### config.mk
export PLATFORM = sky130hd
export DESIGN_NAME = pipeline_stage_skid
export DESIGN_NICKNAME = d
export VERILOG_FILES = /design/src/rtl/pipe_pkg.sv /design/src/rtl/sat_counter.sv /design/src/rtl/pipeline_stage_skid.sv
export SDC_FILE = /design/constraint.sdc
export NUM_CORES = 1
export LEC_CHECK = 0
export ABC_AREA = 1
export ABC_CLOCK_PERIOD_IN_PS = 2100
export CORE_UTILIZATION = 53
export CTS_BUF_LIST = sky130_fd_sc_hd__clkbuf_4
export DETAILED_ROUTE_END_ITERATION = 8
export PLACE_DENSITY_LB_ADDON = 0.2
export SYNTH_ARGS = -nofsm -noshare
export SYNTH_HDL_FRONTEND = slang
export SYNTH_SLANG_ARGS = --single-unit
export TNS_END_PERCENT = 5
### constraint.sdc
create_clock -name clk -period 2.1 [get_ports clk]
set_clock_uncertainty 0.2 [all_clocks]
set_input_delay 0.42 -clock clk [delete_from_list [all_inputs] [get_ports clk]]
set_output_delay 0.42 -clock clk [all_outputs]
set_load 0.1 [all_outputs]
### src/rtl/pipe_pkg.sv
// Shared types and default widths for pipeline stage instances.
package pipe_pkg;

    typedef enum logic [1:0] {
        ST_EMPTY = 2'd0,
        ST_ONE   = 2'd1,
        ST_FULL  = 2'd2
    } pipe_state_t;

    localparam int unsigned DefaultDataW     = 32;
    localparam int unsigned DefaultStallCntW = 16;

endpackage

### src/rtl/sat_counter.sv
// Enable-driven saturating up-counter, falling-edge clocked to match the stage it serves.
module sat_counter #(
    parameter int unsigned W = 16
) (
    input  logic         clk_i,
    input  logic         rst_ni,
    input  logic         en_i,
    output logic [W-1:0] count_o
);

    logic [W-1:0] count_q;
    logic [W-1:0] count_d;

    always_comb begin
        count_d = count_q;
        if (en_i && (count_q != {W{1'b1}})) begin
            count_d = count_q + W'(1);
        end
    end

    always_ff @(negedge clk_i or negedge rst_ni) begin
        if (!rst_ni) begin
            count_q <= '0;
        end else begin
            count_q <= count_d;
        end
    end

    assign count_o = count_q;

endmodule

### src/rtl/pipeline_stage_skid.sv
// Valid/ready pipeline register with a 1-entry skid buffer, flush and a stall counter.
module pipeline_stage_skid
    import pipe_pkg::*;
#(
    parameter int unsigned       DATA_W      = DefaultDataW,
    parameter logic [DATA_W-1:0] FLUSH_VALUE = '0,
    parameter int unsigned       STALL_CNT_W = DefaultStallCntW
) (
    input  logic                   clk,
    input  logic                   reset,
    input  logic                   flush,
    input  logic                   in_valid,
    output logic                   in_ready,
    input  logic [DATA_W-1:0]      in_data,
    output logic                   out_valid,
    input  logic                   out_ready,
    output logic [DATA_W-1:0]      out_data,
    output logic [STALL_CNT_W-1:0] stall_count
);

    pipe_state_t       state_q, state_d;
    logic [DATA_W-1:0] main_q, main_d;
    logic [DATA_W-1:0] skid_q, skid_d;
    logic              out_valid_q, out_valid_d;
    logic              in_ready_q, in_ready_d;
    logic              acc, take;

    assign acc  = in_valid && in_ready_q;
    assign take = out_valid_q && out_ready;

    always_comb begin
        state_d = state_q;
        main_d  = main_q;
        skid_d  = skid_q;
        if (flush) begin
            // A same-edge take has already completed downstream; the accept is dropped.
            state_d = ST_EMPTY;
            main_d  = FLUSH_VALUE;
            skid_d  = FLUSH_VALUE;
        end else begin
            unique case (state_q)
                ST_EMPTY: begin
                    if (acc) begin
                        main_d  = in_data;
                        state_d = ST_ONE;
                    end
                end
                ST_ONE: begin
                    if (acc && take) begin
                        main_d = in_data;
                    end else if (acc) begin
                        skid_d  = in_data;
                        state_d = ST_FULL;
                    end else if (take) begin
                        state_d = ST_EMPTY;
                    end
                end
                ST_FULL: begin
                    if (take) begin
                        main_d  = skid_q;
                        state_d = ST_ONE;
                    end
                end
                default: state_d = ST_EMPTY;
            endcase
        end
        out_valid_d = (state_d != ST_EMPTY);
        in_ready_d  = (state_d != ST_FULL);
    end

    always_ff @(negedge clk or negedge reset) begin
        if (!reset) begin
            state_q     <= ST_EMPTY;
            main_q      <= '0;
            skid_q      <= '0;
            out_valid_q <= 1'b0;
            in_ready_q  <= 1'b1;
        end else begin
            state_q     <= state_d;
            main_q      <= main_d;
            skid_q      <= skid_d;
            out_valid_q <= out_valid_d;
            in_ready_q  <= in_ready_d;
        end
    end

    sat_counter #(
        .W (STALL_CNT_W)
    ) u_stall_cnt (
        .clk_i   (clk),
        .rst_ni  (reset),
        .en_i    (out_valid_q && !out_ready),
        .count_o (stall_count)
    );

    assign out_valid = out_valid_q;
    assign in_ready  = in_ready_q;
    assign out_data  = main_q;

endmodule
==> results of run 1 <==
-- cell families after synthesis --
logic type | count (synthesis) | synth area share
AO/OA/AOI/OAI | 93 | 0.131
XOR/XNOR | 8 | 0.0168
adder cells (fa/ha/maj) | 1 | 0.00301
buffers and inverters | 67 | 0.0731
flip-flops | 84 | 0.506
AND/OR/NAND/NOR | 249 | 0.270
-- power groups by stage --
stage | clock network [mW] | registers (mW) | logic (mW)
final | 1.19 | 2.08 | 3.15
after global routing | 1.26 | 2.10 | 3.27
after CTS | 1.19 | 2.07 | 3.07
after detailed placement | 0.00596 | 2.10 | 3.04
after global placement | 0.00596 | 2.09 | 2.98
after floorplan | 0.00596 | 3.28 | 0.564
-- through the flow --
stage	hold slack [ns]	setup WS (ns)	TNS (ns)	instance area, um^2	total power [mW]
floorplan	0.232	-0.617	-61.94	4160	3.85
finish	0.262	-0.780	-69.17	6350	6.41
global route	0.288	-0.800	-74.80	6350	6.63
CTS	0.259	-0.770	-75.75	6230	6.33
global placement	0.245	-0.955	-86.29	6010	5.07
detailed placement	0.250	-1.01	-88.82	6010	5.14
-- synth_stat cells (all sizes together) --
cell type	n
ha	1
nand4	2
nand3b	1
nor3b	1
dfstp	1
a21oi	16
xor2	8
o21ai	62
nand3	70
dfrtn	83
buf	22
o211ai	14
or2	14
nand2	100
nor2	61
inv	38
clkbuf	7
o21a	1
-- metal layers --
metal,vias up,part of all wire
li1,1923,-
met1,1990,0.39
met2,239,0.51
met3,37,0.073
met4,0,0.028
met5,-,0
-- worst max path at each step --
stage	startpoint	to	depth (start not counted)	slack, ns
CTS	in_ready	in_ready	1	-0.77
global placement	out_ready	u_stall_cnt.count_o[12]	7	-0.96
floorplan	u_stall_cnt.count_o[2]	stall_count[2]	0	-0.62
detailed placement	in_valid	out_data[20]	7	-1.01
global route	in_ready	in_ready	1	-0.80
finish	in_ready	in_ready	1	-0.78
-- final cells by class --
| class | count | area [um^2] |
|---|---|---|
| tap | 99 | 124 |
| clock inverter | 6 | 104 |
| inverter | 37 | 144 |
| timing repair buffer | 148 | 1920 |
| clock buffer | 11 | 82.6 |
| multi-input combinational | 354 | 1870 |
| antenna | 1 | 2.50 |
| fill | 357 | 1060 |
| sequential | 84 | 2100 |
-- timing repair --
item | 4_1_cts | 5_1_grt
gates cloned | 0 | 3
setup buffers | 2 | 2
pin swaps | 2 | 3
resized for setup | 9 | 23
endpoints found under the setup margin | 134 | 134
-- flip-flops by register name, summed over array words and instances, names as in the netlist --
name,count
u_stall_cnt.count_o,16
skid_q,32
in_ready,1
out_data,32
out_valid,1
state_q,2
==> results.txt, run 1 <==
- RSZ-0062 raised after global routing: true
- For this run, the register share of the synthesized area comes to 0.506.
* Layout-stage area growth over the synthesis result: 52.7%
- Die width: 90.6 um
- Synthesis produced a netlist with a net count of 540.
* Gate Count Post-Synth: 502
- Family with the most delay on the worst path: flip-flops
- Once detailed placement completed, the half-perimeter wirelength came to 7630 um.
- Power density relative to cell area: 1010 mW/mm^2
- After detailed routing, the average wire length per cell comes to 16.2 um.
- Of the total power, combinational logic draws 0.491.
- The first detailed-routing pass took 5 iterations.
- The final route contains 4189 vias.
* Total of hold buffers inserted after clock tree synthesis: 0
* Total of flip-flops plus latches after synthesis: 84
- Arrival time at the worst endpoint: 2.26 ns
- Count of buffer and inverter cells on the critical path: 1
- The share of total power dissipated in sequential elements is 0.324.
* Post-synthesis cell area: 0.00416 mm^2
- Leaving out fill and tap cells, the most frequent cell in the layout is nand2_1.
- In this design, the stage delay of the slowest critical-path cell is 0.56 ns.
* Violated checks: negative setup slack
- For this run, the share of the core covered by cells in the final layout is 0.857.
- Busiest metal layer after global routing: met2
- Critical setup path kind: reg2out
- The count of endpoints failing hold in the final timing report is 0.
* Share of cells above drive strength 1: 0.292
- Number of warnings issued by yosys: 0
- Bufs on Longest Clock Path: 2
- TritonCTS built the clock tree.
* Met1 Track Usage GR: 0.357
- The analysis attributes to net switching a power of 2.78 mW.
- The number of global-route vias before repair came to 4079.
- Register-to-register path setup slack: -0.05 ns
- Number of standard cells in the layout, taps in and fillers out: 740
- Final net count: 673
- Initial cell density of the core: 0.561
- The critical path goes through buf_12.
- The analysis attributes to cell leakage a power of 2.98 nW.
* Number of antenna violations at the first check in global routing: 1
- The flow ran to the end, but the final reports show violations.
- On the critical path, the stage with the largest delay is an instance of dfstp_2.
- Site Rows: 31
- Switching share of power: 0.433
* Wire length of the first global-routing pass: 19000 um
- Internal: 3.64 mW
- In this run the critical register-to-register path is captured at u_stall_cnt.count_o[14].
- Overflow after GRT: 0
- The worst hold path begins at skid_q[2].
- Number of buffers added by the clock tree synthesis step: 9
- Yosys cell types: 29
- R2R depth: 11
- At the pin with the least slew margin, the transition time is 0.326 ns.
* Die Height: 90.6 um
* Setup ws final: -0.780 ns
- Entering global routing, the biggest net connects 47 pins.
- Worst hold path stage count: 2
- The startpoint identified for the worst register-to-register timing path is u_stall_cnt.count_o[1].
- Avg Inst Size Synth: 8.28 um^2
- Total of max-cap violations: 0
* Antenna viol nets, final: 0
- For met2 alone, demand over resource in global routing was 0.494.
- Across every metal layer, demand over resource in global routing totals 0.289.
- Final wirelength: 12000 um
- Top cells by area, synth: dfrtn_1 (50%), nand2_1 (8.7%), nand3_1 (8.3%)
- Along the worst path, the maximum fanout reaches 2.
- For this run, design rule violations remaining after detail routing come to 0.
- Clock root buffer: clkbuf_4
* # IOs: 87
- The congestion estimate from routability-driven global placement came to 0.848.
* DR vias/cell: 5.66
- Fraction of synthesized cell area taken by the top area cell type: 0.499
* Worst Hold Path EP: skid_q[2]
- The max-slew violation total from the final report was 0.
- Count of port buffers added during placement: 86
- STA puts the critical path data required time at 1.48 ns.
* Placed insts: 716
- In this run the tightest slew margin relative to its limit is 0.782.
- VDD sags by at most 0.000758 V.
* Global Route met3 Usage: 0.0488
- Setup violations remaining at the end of the flow were counted as 134.
* Critical path endpoint category: primary output
- Clock network fraction of design power: 0.186
* Overall die area: 0.00821 mm^2
- Worst min-delay path category: reg2reg
- Leaving out fill and tap cells, the most frequent cells in the layout are nand2_1 (93), dfrtn_1 (83), nand3_1 (68).
- Clk Latency, worst-skew pair: 0.46 ns
- The H-tree was split into 3 levels.
- After floorplanning, the core was sized to cover 0.00741 mm^2.
- Type of origin of the critical path: flop
- Clock slew at the register clock pins of the worst setup and hold paths: 0.09 ns
- Number of clock sinks: 84
- After the first detailed-routing iteration, the DRC count stood at 350.
- Largest area contributor in the netlist: dfrtn_1
Note: power is estimated with default switching activity, not from simulation.
==> run 2: changes to the inputs <==
- CAP_MARGIN: unset -> 0
- SLEW_MARGIN: unset -> 20
==> results of run 2 <==
No change in the layout: final DEF, timing and power equal those of run 1.
